[src/rtl/mem_access_pkg.sv]
// mem_access_pkg: FSM states, RV32I load/store funct3 codes and access-size decode
// shared by mem_access_unit and load_store_align.
package mem_access_pkg;

    typedef enum logic [1:0] {IDLE, ACCESS, WRITE, RESP} state_t;

    localparam logic [2:0] F3_B  = 3'b000;
    localparam logic [2:0] F3_H  = 3'b001;
    localparam logic [2:0] F3_W  = 3'b010;
    localparam logic [2:0] F3_BU = 3'b100;
    localparam logic [2:0] F3_HU = 3'b101;

    // Bytes touched by an access; 0 marks a funct3 that is never legal.
    function automatic logic [2:0] access_size(input logic [2:0] funct3);
        return (funct3 == F3_B || funct3 == F3_BU) ? 3'd1 :
               (funct3 == F3_H || funct3 == F3_HU) ? 3'd2 :
               (funct3 == F3_W) ? 3'd4 : 3'd0;
    endfunction

endpackage

[src/rtl/load_store_align.sv]
// load_store_align: combinational load extension and byte/halfword store merge
// for a big-endian RAM whose read word starts at the addressed byte.
module load_store_align
    import mem_access_pkg::*;
(
    input  logic [2:0]  funct3,
    input  logic [31:0] wdata,
    input  logic [31:0] ram_rdata,
    output logic [31:0] load_data,
    output logic [31:0] merge_data
);

    always_comb begin
        load_data  = funct3 == F3_B  ? {{24{ram_rdata[31]}}, ram_rdata[31:24]} :
                     funct3 == F3_BU ? {24'd0, ram_rdata[31:24]} :
                     funct3 == F3_H  ? {{16{ram_rdata[31]}}, ram_rdata[31:16]} :
                     funct3 == F3_HU ? {16'd0, ram_rdata[31:16]} :
                     funct3 == F3_W  ? ram_rdata : 32'd0;
        merge_data = funct3 == F3_B ? {wdata[7:0], ram_rdata[23:0]} :
                     funct3 == F3_H ? {wdata[15:0], ram_rdata[15:0]} : wdata;
    end

endmodule

[src/rtl/mem_access_unit.sv]
// mem_access_unit: load/store front end for a zero-delay byte-addressed RAM.
// Define MEM_ACCESS_MISALIGN_TRAP_EN to reject misaligned halfword/word accesses.
module mem_access_unit
    import mem_access_pkg::*;
#(
    parameter int dataW       = 32,
    parameter int RAMAddrSize = 16
) (
    input  logic                   clock,
    input  logic                   reset,
    input  logic                   req_valid,
    output logic                   req_ready,
    input  logic                   req_write,
    input  logic [2:0]             req_funct3,
    input  logic [31:0]            req_addr,
    input  logic [dataW-1:0]       req_wdata,
    output logic                   rsp_valid,
    output logic [dataW-1:0]       rsp_rdata,
    output logic                   rsp_err,
    output logic [RAMAddrSize-1:0] RAMAddr,
    output logic [dataW-1:0]       RAMDataOut,
    output logic                   RAMWriteControl,
    input  logic [dataW-1:0]       RAMDataIn
);

    localparam logic [32:0] RAM_MAX_ADDR = 33'((64'd1 << RAMAddrSize) - 64'd1);

    state_t      state, next_state;
    logic        write_q;
    logic [2:0]  f3_q;
    logic [31:0] addr_q, wdata_q, merge_q, load_data, merge_data;
    logic [2:0]  size;
    logic        misalign, err;

    load_store_align u_align (
        .funct3     (f3_q),
        .wdata      (wdata_q),
        .ram_rdata  (RAMDataIn),
        .load_data  (load_data),
        .merge_data (merge_data)
    );

`ifdef MEM_ACCESS_MISALIGN_TRAP_EN
    assign misalign = (size == 3'd2 && addr_q[0]) || (size == 3'd4 && addr_q[1:0] != 2'b00);
`else
    assign misalign = 1'b0;
`endif

    // Error flag is derived from the latched request, so it stays valid through RESP.
    always_comb begin
        size = access_size(f3_q);
        err  = size == 3'd0 || (write_q && f3_q[2]) || misalign ||
               ({1'b0, addr_q} + 33'(size) - 33'd1 > RAM_MAX_ADDR);
        next_state = state == IDLE   ? (req_valid ? ACCESS : IDLE) :
                     state == ACCESS ? ((err || !write_q || f3_q == F3_W) ? RESP : WRITE) :
                     state == WRITE  ? RESP : IDLE;
        RAMWriteControl = !err && (state == WRITE || (state == ACCESS && write_q && f3_q == F3_W));
        RAMDataOut      = !RAMWriteControl ? '0 : state == WRITE ? merge_q : wdata_q;
    end

    assign req_ready = state == IDLE;
    assign rsp_valid = state == RESP;
    assign rsp_err   = rsp_valid && err;
    assign RAMAddr   = addr_q[RAMAddrSize-1:0];

    always_ff @(posedge clock or posedge reset) begin
        if (reset) state <= IDLE;
        else state <= next_state;
    end

    always_ff @(posedge clock or posedge reset) begin
        if (reset) begin
            write_q   <= 1'b0;
            f3_q      <= '0;
            addr_q    <= '0;
            wdata_q   <= '0;
            merge_q   <= '0;
            rsp_rdata <= '0;
        end else begin
            if (state == IDLE && req_valid) begin
                write_q <= req_write;
                f3_q    <= req_funct3;
                addr_q  <= req_addr;
                wdata_q <= req_wdata;
            end
            if (state == ACCESS) begin
                rsp_rdata <= (err || write_q) ? '0 : load_data;
                merge_q   <= merge_data;
            end
        end
    end

endmodule

[config.mk]
export PLATFORM = sky130hd
export DESIGN_NAME = mem_access_unit
export DESIGN_NICKNAME = d
export VERILOG_FILES = /design/src/rtl/mem_access_pkg.sv /design/src/rtl/load_store_align.sv /design/src/rtl/mem_access_unit.sv
export SDC_FILE = /design/constraint.sdc
export NUM_CORES = 1
export LEC_CHECK = 0
export BUFFER_PORTS_ARGS = -buffer_cell sky130_fd_sc_hd__buf_4
export CAP_MARGIN = 40
export CORE_ASPECT_RATIO = 0.6
export CORE_MARGIN = 4
export CORE_UTILIZATION = 50
export DETAILED_ROUTE_END_ITERATION = 8
export GPL_TIMING_DRIVEN = 0
export PLACE_DENSITY = 0.71
export SLEW_MARGIN = 5
export SYNTH_ARGS = -nofsm -noshare
export SYNTH_HDL_FRONTEND = slang
export SYNTH_HIERARCHICAL = 1
export SYNTH_SLANG_ARGS = --single-unit
export TNS_END_PERCENT = 5
[constraint.sdc]
create_clock -name clock -period 7.61 [get_ports clock]
set_input_delay 0.3805 -clock clock [delete_from_list [all_inputs] [get_ports clock]]
set_output_delay 0.3805 -clock clock [all_outputs]
set_load 0.01 [all_outputs]
==> impl_metrics.ini, run 1 <==
[synth]
yosys_warnings = 6
ys_top_cells_by_area = dfrtp_1, mux2_2, ha_1
synth_edf_count = 0
ys_types = 73
synth.net_count = 1089
syn_inst = 947
synthArstFlopShare_pct = 100.0
synth_seq_cells = 134
synth_area_sq_mm = 0.009040
synth_top_area_cell = dfrtp_1
netlist.area_leader.share_pct = 37.09
synth_area_per_cell_sq_um = 9.546
synth_flop_cell = dfrtp_1
synth.yosys.seq_area_share_pct = 37.09

[setup_path]
required_ns = 7.23
crit_arrival_ns = 5.33
worstSetupPathType = flip-flop to primary output
cp-end-kind = primary output
worstPathMaxFanout = 10
startpoint_type = flip-flop
r2r_setup_slack_ns = 2.81

[cts]
cts_tree = yes
clk-insertion-delay-late_ns = 0.43
clk_pin_slew_ns = 0.06
postCtsSetupRepairBufs = 0
numCtsBuffers = 17
htree_levels = 4
clock_path_buffers = 2
ctsResizeCount = 0
cts_root_buf = clkbuf_16
clock-sinks = 134
cts_hold_buffers = 0

[grt]
grt_max_degree = 70
overflow = 0
antenna_found_initial = 0
grt_pass1_vias = 7747
grt_pass1_wl_um = 45300
grt_use_total_pct = 28.42

[status]
status = finished clean

[timing]
hold_slack_ns = 0.03249
finClkSkew_ns = 0.007734
tns_ns = 0
rsz0062_at_grt = false
layout_min_cycle_time_ns = 5.714
worst_slew_pin_slew_ns = 0.9463
period_share_pct = 75.08
relSlewSlack_pct = 36.11
maxSlewViolCount = 0
fmax_ghz = 0.1750
layout_setup_ws_ns = 1.896
report.final.setup_viol = 0
finalHoldViolations = 0

[placement]
portBuffers = 186
routabilityCongestion = 0.9730
dpl_worst_slack_ns = 2.535
place_hpwl_um = 23150

[cells_and_area]
n_antenna_cell = 0
layout-drive-gt1-share_pct = 33.53
syn_to_final_growth_pct = 25.99
nNetsFinal = 1295

[power_and_ir_drop]
total_power_mw = 5.665
ir_drop_mv = 0.2214
power_density_mw_per_mm2 = 497.4
p_leak_nw = 5.047

[detailed_routing]
drtIter0Drc = 1056
totalWireLength_um = 29570
dr.pass1.iters = 5
post_drt_wl_per_cell_um = 21.12
via_per_inst = 5.926
drc_errors = 0
postRouteAntennaNets = 0
vias = 8296

[floorplanning]
initial_core_util_pct = 51.80
die_height_um = 112.2
coreArea_sq_mm = 0.01745
fp.dieArea_sq_mm = 0.02037
die_x_um = 181.6
ios = 187
rows = 37

[min_path]
hold_class = primary input to asynchronous set/reset pin

[run]
cap_violations = 0
Yosys cell counts (all sizes together) (3+ instances only):
library cell  count
dfrtp           134
mux2            118
inv              81
nor2             57
buf              52
o21ai            51
a21oi            49
nand3            39
ha               38
o22ai            35
a22oi            34
mux2i            34
clkbuf           33
nand2            29
nand3b           17
o2bb2ai          16
nand4            13
a21o             10
a211oi            8
o211ai            8
a31oi             7
o21a              6
nor3              5
or2               5
nor2b             4
nor4              4
o2111ai           4
a2111oi           3
a211o             3
and2              3
and3b             3
and4              3
nand2b            3
o21bai            3
or3               3
area by class of cell:
class                           instances  area (sq um)
Timing Repair Buffer                  187          1424
Multi-Input combinational cell        647          4932
Clock inverter                         15         202.7
Sequential cell                       134          3353
Inverter                               81         309.0
Clock buffer                           17         425.4
Buffer                                 85         450.4
Tap cell                              234         292.8
Fill cell                            1471          6063
final timing paths:
| kind | from | end | cells after the start |
|---|---|---|---|
| setup reg to reg | f3_q[2] | rsp_rdata[18] | 16 |
| min in group clock | req_addr[12] | addr_q[12] | 2 |
| hold / removal | reset | rsp_rdata[6] | 2 |
| setup / recovery | f3_q[2] | RAMDataOut[1] | 18 |
| max in group asynchronous | reset | wdata_q[24] | 3 |
| hold reg to reg | merge_q[1] | merge_q[1] | 1 |
cell families after synthesis:
kind of cell               after synthesis  synth area share [%]
buffers and inverters                  166                 8.346
muxes                                  152                 18.51
and+or+nand+nor                        197                 11.45
adders and majority gates               39                 5.481
AOI/OAI and AO/OA                      259                 19.13
DFF                                    134                 37.09
metal layers:
layer | routed length (um) | part of all wire, % | vias to the layer above | GRT usage (%)
met1 | 14580 | 49 | 3975 | 46.04
met4 | 213 | 0.72 | 2 | 5.247
met2 | 10980 | 37 | 415 | 34.69
met3 | 3720 | 13 | 23 | 10.88
li1 | - | - | 3881 | -
met5 | 84 | 0.28 | - | 3.059
cells in the final DEF (no fill, tap or decap), types with 5 or more instances in the layout:
master / Yosys / final
nor2_1: 56 / 56
o21ai_1: 11 / 11
mux2i_1: 34 / 34
o2bb2ai_1: 16 / 16
buf_1: 11 / 11
clkbuf_16: 0 / 17
nand4_1: 13 / 13
mux2_2: 117 / 117
ha_1: 38 / 38
buf_4: 22 / 208
nor3_1: 5 / 5
nand3b_1: 17 / 17
buf_2: 15 / 15
a22oi_1: 34 / 34
a21o_1: 10 / 10
nand2_1: 28 / 28
nand3_1: 39 / 39
o22ai_1: 35 / 35
o21ai_0: 40 / 40
dfrtp_1: 134 / 134
a31oi_1: 7 / 7
clkbuf_1: 33 / 33
a21oi_1: 48 / 48
inv_1: 81 / 80
o21a_1: 6 / 6
a211oi_1: 7 / 7
o211ai_1: 8 / 8
through the flow:
step,utilization (%),instances,cell area (sq um)
4_1_cts,65.26,1400,11390
3_3_place_gp,61.47,1367,10730
2_1_floorplan,-,947,9040
5_1_grt,65.26,1400,11390
6_report,65.26,1400,11390
3_5_place_dp,61.66,1368,10760
sequential cells by signal, summed over array words and instances (netlist names):
name and cells:
wdata_q 32, addr_q 32, rsp_rdata 32, merge_q 32
write_q 1, state 2, f3_q 3
critical path, stage by stage (launching register included):
cell	delay, ns
dfrtp_1	0.44
nor2_1	0.10
and2_1	0.20
inv_1	0.06
ha_1	0.27
inv_1	0.06
ha_1	0.29
a211oi_1	0.30
o211ai_1	0.15
a311oi_1	0.57
o311ai_0	0.45
nand2_1	0.25
a311oi_1	0.21
or4_1	0.49
a211o_1	0.24
buf_2	0.18
buf_2	0.22
nor2_1	0.25
buf_4	0.17
report_power, final:
part | leakage [nW] | switching (mW) | internal, mW
clock network | 0.304 | 0.341 | 0.550
logic | 3.09 | 2.04 | 1.45
registers | 1.66 | 0.285 | 0.997
total | 5.05 | 2.66 | 3.00
Power figures use the tool's default switching activity.
==> run 2: changes to the inputs <==
--- a/config.mk
+++ b/config.mk
@@ -12,7 +12,7 @@
 export CORE_UTILIZATION = 50
 export DETAILED_ROUTE_END_ITERATION = 8
 export GPL_TIMING_DRIVEN = 0
-export PLACE_DENSITY = 0.71
+export PLACE_DENSITY = 0.74
 export SLEW_MARGIN = 5
 export SYNTH_ARGS = -nofsm -noshare
 export SYNTH_HDL_FRONTEND = slang
==> constraint.sdc (replaced) <==
create_clock -name clock -period 4.9 [get_ports clock]
set_input_delay 0.245 -clock clock [delete_from_list [all_inputs] [get_ports clock]]
set_output_delay 0.245 -clock clock [all_outputs]
set_load 0.01 [all_outputs]
==> impl_metrics.ini, run 2 (synthesized netlist as in run 1, its figures left out) <==
[cells_and_area]
utilization_pct = 69.42
instances_no_fill = 1417
final_common_cell = buf_4
stdcell_area_sq_mm = 0.01212
final_cell_mix = buf_4, dfrtp_1, mux2_2
layout-drive-gt1-share_pct = 39.31
nNetsFinal = 1312
syn_to_final_growth_pct = 34.03
n_antenna_cell = 0

[timing]
relSlewSlack_pct = 43.64
report.final.setup_viol = 1
finClkSkew_ns = 0.01203
layout_min_cycle_time_ns = 4.911
rsz0062_at_grt = true
layout_setup_ws_ns = -0.01131
finalHoldViolations = 0
worst_slew_pin_slew_ns = 0.8454
period_share_pct = 100.2
maxSlewViolCount = 0
tns_ns = -0.01131
hold_slack_ns = 0.04139
fmax_ghz = 0.2036

[setup_path]
worstPathMaxFanout = 7
cp_top_family = simple AND/OR/NAND/NOR gates
path_buf_inv = 6
crit_arrival_ns = 4.67
worstSetupPathType = flip-flop to primary output
required_ns = 4.66
path_cells = buf_6, nand2b_4, ha_4, inv_2, ha_4, fa_2, a211oi_2, buf_4, o211ai_1, nand2_2, a21boi_1, nor4_1, nand4_1, or4_4, a211o_4, buf_12, buf_12, nor2_2, buf_4
startpoint_type = flip-flop
cp-end-kind = primary output
slowest_stage = or4_4
cpPeakStageDelay_ns = 0.58

[floorplanning]
coreArea_sq_mm = 0.01745
rows = 37
initial_core_util_pct = 51.80
fp.dieArea_sq_mm = 0.02037
die_height_um = 112.2
die_x_um = 181.6
ios = 187

[placement]
routabilityCongestion = 0.9839
place_area_sq_mm = 0.01076
place_hpwl_um = 23150
dp.cells = 1368
dpl_worst_slack_ns = -0.04957
portBuffers = 186

[power_and_ir_drop]
p_leak_nw = 5.236
clkPwrFrac_pct = 14.8
ir_drop_mv = 0.3374
pwr-share-comb_pct = 63.6
seqPwrFrac_pct = 21.6
power_density_mw_per_mm2 = 761.5
p_switching_mw = 4.397
swShare_pct = 47.65
intPower_mw = 4.831
total_power_mw = 9.227

[min_path]
hold_class = primary input to flip-flop

[grt]
grt_pass1_vias = 8192
grt_pass1_wl_um = 46440
antenna_found_initial = 0
grt_max_degree = 75
grt_use_total_pct = 29.13
overflow = 0

[detailed_routing]
via_per_inst = 6.140
vias = 8700
drtIter0Drc = 1037
totalWireLength_um = 31260
postRouteAntennaNets = 0
drc_errors = 0
post_drt_wl_per_cell_um = 22.06
dr.pass1.iters = 6

[cts]
numCtsBuffers = 17
clk-insertion-delay-late_ns = 0.43
cts_root_buf = clkbuf_16
clk_pin_slew_ns = 0.07
clock-sinks = 134
htree_levels = 4
clock_path_buffers = 2
cts_tree = yes

[status]
violations = negative setup slack
status = finished, violations left

[run]
cap_violations = 0
## run 2: cell count changes in the layout (fill, tap and decap cells not counted), moves of 4 or more
| cell | previous run | this run |
|---|---|---|
| buf_12 | 0 | 4 |
| buf_2 | 15 | 11 |
| buf_4 | 208 | 195 |
| buf_6 | 4 | 29 |
| clkbuf_16 | 17 | 21 |
| ha_1 | 38 | 33 |
| ha_4 | 0 | 5 |
| nor2_1 | 56 | 24 |
| nor2_2 | 0 | 6 |
| nor2_4 | 1 | 27 |
## run 2: power groups by stage
stage,sequential [mW],combinational [mW],clock (mW)
2_1_floorplan,1.81,3.92,0
3_3_place_gp,1.97,5.14,0
3_5_place_dp,1.98,5.22,0
4_1_cts,1.96,5.40,1.38
5_1_grt,2.05,6.32,1.44
6_report,1.99,5.87,1.37
## run 2: worst paths after layout
| path | slack (ns) | endpoint | start | cells past startpoint |
|---|---|---|---|---|
| worst max register to register | 0.59 | rsp_rdata[19] | f3_q[0] | 17 |
| min in group asynchronous | 0.46 | rsp_rdata[10] | reset | 3 |
| max in group asynchronous | 3.64 | merge_q[27] | reset | 4 |
| worst min-delay path | 0.04 | addr_q[12] | req_addr[12] | 2 |
| worst min register to register | 0.51 | merge_q[20] | merge_q[20] | 1 |
| worst max-delay path | -0.01 | RAMDataOut[3] | f3_q[0] | 19 |
## run 2: worst register-to-register path: cells and delay by family (launching register included)
kind / cells / cell delay [ns]
adders and majority gates: 3 / 0.80
DFF: 1 / 0.40
AOI/OAI and AO/OA: 6 / 1.50
buffers and inverters: 4 / 0.72
and+or+nand+nor: 4 / 0.78
## run 2: final cells by class
cell class | count | area (sq um)
buffer | 85 | 510.5
fill | 1394 | 5336
sequential | 134 | 3357
timing repair buffer | 204 | 1718
clock inverter | 10 | 143.9
clock buffer | 22 | 474.2
inverter | 81 | 311.5
multi-input combinational | 647 | 5309
tap | 234 | 292.8
## run 2: repair_timing
item,CTS,global route
cloned,0,4
pin swaps,9,51
endpoints found under the setup margin,34,34
setup buffers,6,6
hold buffers,1,0
gates resized for setup,41,94
hold endpoints to repair,60,0
## run 2: metal layers
metal  global-route usage (%)  wire (um)
met4                    6.747        489
met1                    45.57      14500
met5                        0          0
met2                    35.73      12020
met3                    13.05       4246
==> run 3: changes to the inputs <==
--- a/config.mk
+++ b/config.mk
@@ -12,7 +12,7 @@
 export CORE_UTILIZATION = 50
 export DETAILED_ROUTE_END_ITERATION = 8
 export GPL_TIMING_DRIVEN = 0
-export PLACE_DENSITY = 0.74
+export PLACE_DENSITY = 0.71
 export SLEW_MARGIN = 5
 export SYNTH_ARGS = -nofsm -noshare
 export SYNTH_HDL_FRONTEND = slang
==> constraint.sdc (replaced) <==
create_clock -name clock -period 6.2 [get_ports clock]
set_input_delay 0.31 -clock clock [delete_from_list [all_inputs] [get_ports clock]]
set_output_delay 0.31 -clock clock [all_outputs]
set_load 0.01 [all_outputs]
==> impl_metrics.ini, run 3 (synthesized netlist as in run 1, its figures left out) <==
[setup_path]
cp-end-kind = primary output
path_cells = nor2_1, and2_1, inv_1, ha_1, inv_1, ha_1, a211oi_1, o211ai_1, a311oi_1, o311ai_0, nand2_1, a311oi_1, or4_1, a211o_1, buf_2, buf_2, nor2_1, buf_4
crit_arrival_ns = 5.29
slowest_stage = a311oi_1
worstSetupPathType = flip-flop to primary output
cpPeakStageDelay_ns = 0.56
path_buf_inv = 5
cp_top_family = compound AO/OA/AOI/OAI gates
required_ns = 5.89
startpoint_type = flip-flop
worstPathMaxFanout = 10

[detailed_routing]
totalWireLength_um = 29520
dr.pass1.iters = 7
vias = 8352
post_drt_wl_per_cell_um = 21.07
drtIter0Drc = 993
postRouteAntennaNets = 0
via_per_inst = 5.961
drc_errors = 0

[timing]
worst_slew_pin_slew_ns = 0.8315
period_share_pct = 90.31
relSlewSlack_pct = 43.86
layout_min_cycle_time_ns = 5.599
fmax_ghz = 0.1786
report.final.setup_viol = 0
rsz0062_at_grt = false
finClkSkew_ns = 0.008810
maxSlewViolCount = 0
tns_ns = 0
finalHoldViolations = 0

[cells_and_area]
fill_cells = 1471
utilization_pct = 65.32
layout-drive-gt1-share_pct = 33.50
multi_input_comb_area_sq_mm = 0.004932
final_cell_mix = buf_4, dfrtp_1, mux2_2
n_antenna_cell = 0
area.sequential_sq_mm = 0.003353
final_common_cell = buf_4
nNetsFinal = 1296
syn_to_final_growth_pct = 26.10

[placement]
place_hpwl_um = 23150
routabilityCongestion = 0.9730
portBuffers = 186

[grt]
grt_pass1_wl_um = 45330
overflow = 0
grt_use_total_pct = 28.44
grt_max_degree = 70
antenna_found_initial = 0
grt_pass1_vias = 7755

[cts]
clk_pin_slew_ns = 0.06
cts_root_buf = clkbuf_16
cts_hold_buffers = 1
postCtsSetupRepairBufs = 0
cts_tree = yes
htree_levels = 4
numCtsBuffers = 17
clk-insertion-delay-late_ns = 0.43
clock-sinks = 134
clock_path_buffers = 2
ctsResizeCount = 0

[run]
cap_violations = 0

[min_path]
hold_class = primary input to flip-flop

[floorplanning]
coreArea_sq_mm = 0.01745
fp.dieArea_sq_mm = 0.02037
ios = 187
die_x_um = 181.6
initial_core_util_pct = 51.80
rows = 37
die_height_um = 112.2

[power_and_ir_drop]
power_density_mw_per_mm2 = 610.2
p_leak_nw = 5.051
ir_drop_mv = 0.2714

[status]
status = finished clean
[run 3: cell count changes in the layout (fill, tap and decap cells not counted), moves of 5 or more]
cell,previous run,this run
nor2_2,6,0
buf_6,29,4
ha_4,5,0
nor2_4,27,1
buf_4,195,208
nor2_1,24,56
ha_1,33,38
[run 3: worst paths after layout]
check	from	end	slack, ns	depth (start not counted)
setup / recovery	f3_q[2]	RAMDataOut[1]	0.60	18
setup reg to reg	f3_q[2]	rsp_rdata[18]	1.44	16
hold reg to reg	merge_q[1]	merge_q[1]	0.51	1
max in group asynchronous	reset	wdata_q[24]	4.90	4
min in group asynchronous	reset	rsp_rdata[6]	0.52	3
hold / removal	req_addr[12]	addr_q[12]	0.11	2
[run 3: layout make-up]
cell class / count / share of cell area [%]
multi-input cells: 647 / 43.27
flip-flops and latches: 134 / 29.41
repair buffers: 188 / 12.58
plain buffers: 85 / 3.951
clock buffers: 17 / 3.732
inverters: 81 / 2.711
well taps: 234 / 2.568
clock inverters: 15 / 1.778
[run 3: metal layers]
layer  track usage (%)  vias to the layer above  share of wire, %
li1                  -                     3883                 -
met1             46.04                     3992                49
met2             34.74                      448                37
met3             10.88                       27                13
met4             5.247                        2              0.83
met5             3.059                        -              0.28
[run 3: report_power, final]
group / leakage (nW) / total [mW] / switching [mW] / internal [mW]
Sequential: 1.66 / 1.57 / 0.348 / 1.22
Clock: 0.304 / 1.09 / 0.419 / 0.675
Combinational: 3.09 / 4.29 / 2.50 / 1.79
[run 3: per-stage QoR]
stage	area (sq um)	worst slack (ns)	instances	total power [mW]	hold WS, ns
floorplan	9040	2.013	947	4.532	0.4606
global placement	10730	0.5624	1367	5.651	0.4898
detailed placement	10760	1.196	1368	5.694	0.4531
CTS	11400	0.7057	1401	6.829	0.09577
global route	11400	0.3871	1401	7.417	0.09876
finish	11400	0.6006	1401	6.956	0.1092
